[config.mk]
export PLATFORM = sky130hd
export DESIGN_NAME = line_commit_ctrl
export DESIGN_NICKNAME = d
export VERILOG_FILES = /design/src/rtl/line_commit_ctrl.sv
export SDC_FILE = /design/constraint.sdc
export NUM_CORES = 2
export LEC_CHECK = 0
export CAP_MARGIN = 20
export CORE_ASPECT_RATIO = 2
export CORE_MARGIN = 8
export CORE_UTILIZATION = 50
export CTS_CLUSTER_SIZE = 30
export DETAILED_ROUTE_END_ITERATION = 6
export HOLD_SLACK_MARGIN = 0.1
export PLACE_DENSITY = 0.74
export SYNTH_ARGS = -nofsm -noshare
export SYNTH_HDL_FRONTEND = slang
export SYNTH_SLANG_ARGS = --single-unit
[constraint.sdc]
create_clock -name pixelClk -period 6.07 [get_ports pixelClk]
set_input_delay 1.821 -clock pixelClk [delete_from_list [all_inputs] [get_ports pixelClk]]
set_output_delay 1.821 -clock pixelClk [all_outputs]
set_load 0.02 [all_outputs]
[src/rtl/line_commit_ctrl.sv]
// line_commit_ctrl: commits each completed PPU scanline into the display
// line RAM as four plane writes at address {plane, LY}. It holds one line in
// flight plus one pending line; any further line is dropped and flagged.
// Optional macro LINE_DROP_COUNT_EN enables the saturating dropCount output.
module line_commit_ctrl #(
  parameter int LINES = 144
) (
  input  logic         pixelClk,
  input  logic         reset,
  input  logic [7:0]   LY,
  input  logic         updateBufferSignal,
  input  logic [159:0] LineBuffer0,
  input  logic [159:0] LineBuffer1,
  input  logic [159:0] LineBuffer2,
  input  logic [159:0] LineBuffer3,
  output logic [9:0]   ramAddr,
  output logic [159:0] ramData,
  output logic         ramWe,
  output logic         busy,
  output logic         overflow,
  output logic         frameStart,
  output logic [7:0]   dropCount
);

  localparam int         PLANES     = 4;
  localparam logic [1:0] LAST_PLANE = 2'(PLANES - 1);
  localparam logic [8:0] LINES_W    = 9'(LINES);

  localparam logic [0:0] ST_IDLE  = 1'b0;
  localparam logic [0:0] ST_WRITE = 1'b1;

  logic [0:0]   state_q, state_d;
  logic [1:0]   plane_q, plane_d;
  logic [639:0] work_q, work_d;
  logic [7:0]   work_ly_q, work_ly_d;
  logic [639:0] pend_q, pend_d;
  logic [7:0]   pend_ly_q, pend_ly_d;
  logic         pend_valid_q, pend_valid_d;
  logic [7:0]   last_ly_q, last_ly_d;
  logic [9:0]   ram_addr_q, ram_addr_d;
  logic [159:0] ram_data_q, ram_data_d;
  logic         ram_we_q, ram_we_d;
  logic         busy_q, busy_d;
  logic         overflow_q, overflow_d;
  logic         frame_start_q, frame_start_d;

  logic         trig_s;
  logic         vtrig_s;
  logic         accept_s;
  logic         drop_s;
  logic [639:0] lines_s;

  // Plane p of a packed four-plane snapshot.
  function automatic logic [159:0] plane_word(input logic [639:0] w, input logic [1:0] p);
    case (p)
      2'd0:    plane_word = w[159:0];
      2'd1:    plane_word = w[319:160];
      2'd2:    plane_word = w[479:320];
      2'd3:    plane_word = w[639:480];
      default: plane_word = w[159:0];
    endcase
  endfunction

  assign lines_s = {LineBuffer3, LineBuffer2, LineBuffer1, LineBuffer0};
  // A trigger is any LY change while the buffers hold a finished line.
  assign trig_s  = updateBufferSignal && (LY != last_ly_q);
  // Only visible lines get written; vblank lines just move the tracker.
  assign vtrig_s = trig_s && ({1'b0, LY} < LINES_W);

  // Next-state logic: line sequencing, pending slot and RAM write strobe.
  always_comb begin
    state_d      = state_q;
    plane_d      = plane_q;
    work_d       = work_q;
    work_ly_d    = work_ly_q;
    pend_d       = pend_q;
    pend_ly_d    = pend_ly_q;
    pend_valid_d = pend_valid_q;
    ram_we_d     = 1'b0;
    ram_addr_d   = ram_addr_q;
    ram_data_d   = ram_data_q;
    accept_s     = 1'b0;
    drop_s       = 1'b0;

    case (state_q)
      ST_IDLE: begin
        if (vtrig_s) begin
          work_d    = lines_s;
          work_ly_d = LY;
          plane_d   = 2'd0;
          state_d   = ST_WRITE;
          accept_s  = 1'b1;
        end else begin
          state_d   = ST_IDLE;
        end
      end
      ST_WRITE: begin
        ram_we_d   = 1'b1;
        ram_addr_d = {plane_q, work_ly_q};
        ram_data_d = plane_word(work_q, plane_q);
        plane_d    = plane_q + 2'd1;
        if (plane_q != LAST_PLANE) begin
          if (vtrig_s && !pend_valid_q) begin
            pend_d       = lines_s;
            pend_ly_d    = LY;
            pend_valid_d = 1'b1;
            accept_s     = 1'b1;
          end else if (vtrig_s) begin
            drop_s       = 1'b1;
          end else begin
            pend_valid_d = pend_valid_q;
          end
        end else if (pend_valid_q) begin
          // Pending line takes over with no idle gap; a same-cycle trigger
          // immediately refills the slot it frees.
          work_d    = pend_q;
          work_ly_d = pend_ly_q;
          plane_d   = 2'd0;
          if (vtrig_s) begin
            pend_d       = lines_s;
            pend_ly_d    = LY;
            pend_valid_d = 1'b1;
            accept_s     = 1'b1;
          end else begin
            pend_valid_d = 1'b0;
          end
        end else if (vtrig_s) begin
          work_d    = lines_s;
          work_ly_d = LY;
          plane_d   = 2'd0;
          accept_s  = 1'b1;
        end else begin
          state_d   = ST_IDLE;
          plane_d   = 2'd0;
        end
      end
      default: begin
        state_d      = ST_IDLE;
        plane_d      = 2'd0;
        pend_valid_d = 1'b0;
      end
    endcase
  end

  // Status flags derived from the next state and this cycle's events.
  always_comb begin
    last_ly_d     = trig_s ? LY : last_ly_q;
    busy_d        = (state_d == ST_WRITE) || pend_valid_d;
    overflow_d    = overflow_q || drop_s;
    frame_start_d = accept_s && (LY == 8'd0);
  end

  // State and output registers with synchronous reset.
  always_ff @(posedge pixelClk) begin
    if (reset) begin
      state_q       <= ST_IDLE;
      plane_q       <= 2'd0;
      work_q        <= 640'd0;
      work_ly_q     <= 8'd0;
      pend_q        <= 640'd0;
      pend_ly_q     <= 8'd0;
      pend_valid_q  <= 1'b0;
      last_ly_q     <= 8'hFF;
      ram_addr_q    <= 10'd0;
      ram_data_q    <= 160'd0;
      ram_we_q      <= 1'b0;
      busy_q        <= 1'b0;
      overflow_q    <= 1'b0;
      frame_start_q <= 1'b0;
    end else begin
      state_q       <= state_d;
      plane_q       <= plane_d;
      work_q        <= work_d;
      work_ly_q     <= work_ly_d;
      pend_q        <= pend_d;
      pend_ly_q     <= pend_ly_d;
      pend_valid_q  <= pend_valid_d;
      last_ly_q     <= last_ly_d;
      ram_addr_q    <= ram_addr_d;
      ram_data_q    <= ram_data_d;
      ram_we_q      <= ram_we_d;
      busy_q        <= busy_d;
      overflow_q    <= overflow_d;
      frame_start_q <= frame_start_d;
    end
  end

`ifdef LINE_DROP_COUNT_EN
  logic [7:0] drop_cnt_q;

  // Saturating count of dropped lines.
  always_ff @(posedge pixelClk) begin
    if (reset) begin
      drop_cnt_q <= 8'h00;
    end else if (drop_s && (drop_cnt_q != 8'hFF)) begin
      drop_cnt_q <= drop_cnt_q + 8'h01;
    end else begin
      drop_cnt_q <= drop_cnt_q;
    end
  end

  assign dropCount = drop_cnt_q;
`else
  assign dropCount = 8'h00;
`endif

  assign ramAddr    = ram_addr_q;
  assign ramData    = ram_data_q;
  assign ramWe      = ram_we_q;
  assign busy       = busy_q;
  assign overflow   = overflow_q;
  assign frameStart = frame_start_q;

endmodule

== After elaboration in Yosys (flattened, before gate mapping) ==
Index checks and enable logic that the tools add are counted.

* Output and inout bits: 182
* Register bits after elaboration: 1482

* Multiplexer cells: 35
* Bitwise operators: 1
* Reductions and logical operators: 12
* $add $sub $neg: 1
* $lt $le $gt $ge: 1
* Equal/unequal tests: 8

{| class="wikitable"
|+ Operators by type and width
! operator !! count
|-
| 640-bit two-way mux || 7
|-
| 640-bit one-hot mux with 2 select lines || 1
|-
| 160-bit one-hot mux with 4 select lines || 1
|-
| 8-bit two-way mux || 7
|-
| 8-bit one-hot mux with 2 select lines || 1
|-
| 1-bit two-way mux || 13
|-
| 8-bit logical NOT || 1
|-
| 8-bit < comparator (second input constant) || 1
|-
| 8-bit inequality test || 1
|-
| 2-bit inequality test (second input constant) || 3
|-
| 2-bit equality test (second input constant) || 2
|-
| 1-bit logical AND || 4
|-
| 2-bit two-way mux || 2
|-
| 1-bit one-hot mux with 2 select lines || 2
|-
| 2-bit one-hot mux with 2 select lines || 1
|-
| 4-bit AND reduction || 1
|-
| 2-bit nonzero test || 2
|-
| 2-bit by 1-bit adder with 2-bit output (second input constant) || 1
|-
| 2-bit by 1-bit equality test with 1-bit output (second input constant) || 1
|-
| 2-bit logical NOT || 1
|-
| 1-bit logical OR || 2
|-
| 2-bit by 1-bit inequality test with 1-bit output (second input constant) || 1
|-
| 1-bit logical NOT || 1
|-
| 1-bit NOT || 1
|}

== Longest topological paths before layout ==
* Depth after elaboration: 8
* Depth in mapped cells: 10
* Mapped depth without buffers: 6

== Worst setup path before layout ==
No wires, ideal clock.

* Path kind: in2reg
* Start point: input port LY[7]
* End point: register work_q[478]
* Path slack: 2.657 ns
* Cell stages on the path: 10
* Arrival: 3.280 ns
* Required time: 5.936 ns
* Buffers on the path: 5
* Path through: buf_2 -> xnor2_2 -> nand4_1 -> o211ai_1 -> buf_2 -> buf_6 -> buf_8 -> buf_6 -> mux2i_1 -> o22ai_1

* Word-level cells in the longest chain between the ends: 7

{| class="wikitable"
|+ RTL lines
! item !! line !! RTL
|-
| start, declared || 10 || <nowiki>input logic [7:0] LY,</nowiki>
|-
| parallel branches: the longest is 2 deep, another holds 8-bit < comparator || n/a ||
|-
| 1-bit logical AND * || 68 || <nowiki>assign vtrig_s = trig_s && ({1'b0, LY} < LINES_W);</nowiki>
|-
| 640-bit two-way mux * || n/a ||
|-
| 640-bit two-way mux (2 in a row) || n/a ||
|-
| 640-bit one-hot mux with 2 select lines * || n/a ||
|-
| end signal, assigned || 173 || <nowiki>work_q <= work_d;</nowiki>
|-
| end, declared || 34 || <nowiki>logic [639:0] work_q, work_d;</nowiki>
|}

Mark *: on every way between the ends. The select of a mux whose other input is x is not followed.
A chain may end at the register's enable or synchronous reset.

== Final worst setup path ==
* Start point: input port LY[0]
* End point: register work_q[369]

The elaborated chain is that of the path after synthesis.

==> metrics <==
run status complete, but fails checks; failing checks DRC; vias in the first global route 53,280; Multi-input gate area 0.02949 sq mm; Clock Latency Late Sink 0.77 ns; share of layout cells above drive strength 1 0.04780; Nets 8,021; clk buf depth 3; placed insts 8,894; DR vias 57,430; routed len/inst 23.59 um; Slew @ Worst Pin 1.190 ns; layout filler cell count 10,550; Finished Cell Area 0.07578 sq mm; row cnt 183; core footprint 0.1239 sq mm; Pwr Density 295.8 mW/mm^2; sequential power share 0.470; worst setup path class input pin to flop; Final Hold Viols 0; global routing's busiest layer met2; number of standard cells in the final layout excluding fillers 9,163; met2 Use GR 0.4413; clock sink count 1,482; TritonCTS clock tree built; DP Wirelength 137.2 mm; register area share after synthesis 0.4767; die span in x 265.5 um; first-pass GRT wire length 325.0 mm; Max Freq 0.2341 GHz; Largest stage delay, worst path 0.74 ns; routability congestion estimate 0.8763; CP cell instances clkdlybuf4s50_1, xnor2_1, nand4_1, o211ai_1, buf_12, buf_4, mux2i_1, o22ai_1; die area 0.1367 sq mm; Cells after Synth 6,987; GR Overflow Total 0; critical path launch point type input pin; arrival time at the worst endpoint 4.88 ns; Resize count post-CTS 0; RSZ-0062 raised after global routing no; Post-synth top flop dfxtp_1; setup_tns 0 ns; Worst Hold Class flop to flop; root buffer cell clkbuf_16; Hold-fix buffers, CTS 0; # DRC 3; Tmin final 4.271 ns; final WL 216.2 mm; placed cell area 0.07111 sq mm; Yosys warning total 0; switching share of power 0.2665; Clock power frac 0.400; Initial Utilization 0.5024; number of synthesized flops with an enable pin 0; drt first-iter violations 7,627; Routed Antenna Nets 0; Slew headroom 0.2068; PortBufs 824; DR pass1 iterations 7; pins over their slew limit 0; Chip Height 515.0 um; Crit Path Max Fanout 50; synth unique cells 40; Avg Inst Size Synth 8.908 sq um; TritonCTS Buffers 134; Final setup violation count 0; Seq. cell area 0.02967 sq mm; maxcap violations 0; Switch Pwr 5.974 mW; pin count of the biggest net entering global routing 240; grt met1 use 0.3978; area growth from synthesis to final layout 21.75%; Synth Register Bits 1,482; commonest cells after routing, fill and taps aside dfxtp_1 (1,481), nand2_1 (1,469), clkdlybuf4s50_1 (823), mux2i_1 (816), a21oi_1 (653); combinational share of power 0.129; Pleak 26.85 nW; VDD IR max 0.0002681 V; DR vias/cell 6.267; asr flop ratio synth 0; clock slew at reported path FFs 0.07 ns; crit path buf inv count 3; Setup Fix Bufs, Post-CTS 0; commonest non-fill, non-tap cell in the layout dfxtp_1; Finished Core Util 0.6117; CP max stage cell clkdlybuf4s50_1; endpoint class of the critical path flop; gr usage total 0.2963; cell family contributing the most delay on the critical path buffers and inverters; H-tree levels 4; CP Data Required Time 6.68 ns; M3 GR Usage 0.09998; Post-Syn Area 0.06224 sq mm; initial antenna violation count 70; Tcrit/Tclk final 0.7037; Int Power 16.44 mW; I/O pin cnt 833; clk_skew 0.03478 ns
-- worst paths after layout --
check                   start           to  slack [ns]  cells after the start
setup / recovery        LY[0]  work_q[369]        1.80                      8
hold / removal    pend_q[381]  pend_q[381]        0.45                      2
setup reg to reg   plane_q[0]  work_q[396]        2.15                      7
hold reg to reg   pend_q[381]  pend_q[381]        0.45                      2
-- cells by family (layout without fill, tap and decap cells) --
family                   Yosys count  count (layout)  synth area share
flip-flops                      1482            1482            0.4767
buffers and inverters            722            1197           0.05170
AO/OA/AOI/OAI                   2288            2288            0.2371
other                              1              37        0.00006025
XOR/XNOR                           8               8          0.001246
adder cells (fa/ha/maj)            4               4         0.0008041
AND/OR/NAND/NOR                 1666            1666            0.1012
multiplexers                     816             816            0.1312
-- power groups by stage --
stage	clock network, mW	logic [mW]	registers [mW]
finish	8.97	2.90	10.5
global route	9.46	3.08	10.6
CTS	9.08	2.87	10.5
detailed placement	0	2.85	10.7
global placement	0	2.82	10.7
floorplan	0	1.69	10.7
-- worst min-delay path, cell delays in order (launching register included) --
cell and delay (ns):
dfxtp_1 0.31, nand2_1 0.05, a21oi_1 0.05
-- state kept, by name, summed over array words and instances, names as in the netlist --
name,count
plane_q,2
pend_ly_q,8
pend_q,640
ramAddr,10
overflow,1
busy,1
ramData,160
pend_valid_q,1
frameStart,1
last_ly_q,8
ramWe,1
state_q,1
work_q,640
work_ly_q,8
-- synthesized netlist by cell type (2+ instances only) --
cell type | instances | area (sq um)
o21ai_0 | 162 | 810.8
buf_4 | 56 | 420.4
nand2_1 | 1469 | 5514
inv_1 | 4 | 15.01
a21oi_1 | 653 | 3268
nor2_1 | 175 | 656.9
a31oi_1 | 3 | 18.77
dfxtp_1 | 1482 | 29670
nand3_1 | 3 | 15.01
clkbuf_1 | 469 | 1760
o22ai_1 | 640 | 4004
a211oi_1 | 12 | 90.09
nand2b_1 | 4 | 25.02
nor2b_1 | 2 | 12.51
nor3_1 | 6 | 30.03
buf_1 | 17 | 63.81
nand4_1 | 2 | 12.51
or3_1 | 2 | 12.51
xnor2_1 | 7 | 61.31
mux2i_1 | 816 | 8168
a222oi_1 | 160 | 1602
o211ai_1 | 3 | 22.52
a22oi_1 | 640 | 4805
o311a_1 | 2 | 20.02
buf_2 | 163 | 815.8
buf_6 | 11 | 123.9
ha_1 | 4 | 50.05
o221ai_1 | 8 | 70.07
-- area by class of cell --
type / instances / share of cell area
diodes: 29 / 0.0009576
clock buffers: 194 / 0.05242
clock inverters: 45 / 0.008024
inverters: 5 / 0.0002477
multi-input cells: 4790 / 0.3891
flip-flops and latches: 1482 / 0.3916
well taps: 1665 / 0.02749
repair buffers: 953 / 0.1302
-- stage by stage --
stage / power [mW] / hold slack, ns / setup WS [ns]
floorplan: 12.36 / 0.4360 / 2.657
global placement: 13.55 / 0.4410 / 1.208
detailed placement: 13.60 / 0.4460 / 1.161
CTS: 22.47 / 0.4547 / 1.973
global route: 23.13 / 0.4654 / 1.793
finish: 22.42 / 0.4534 / 1.799
-- metal layers --
layer	part of all wire	wire, um
met4	0.035	7637
met2	0.43	93690
met3	0.12	25890
met5	0.0026	558
met1	0.41	88410
Power figures use the tool's default switching activity.
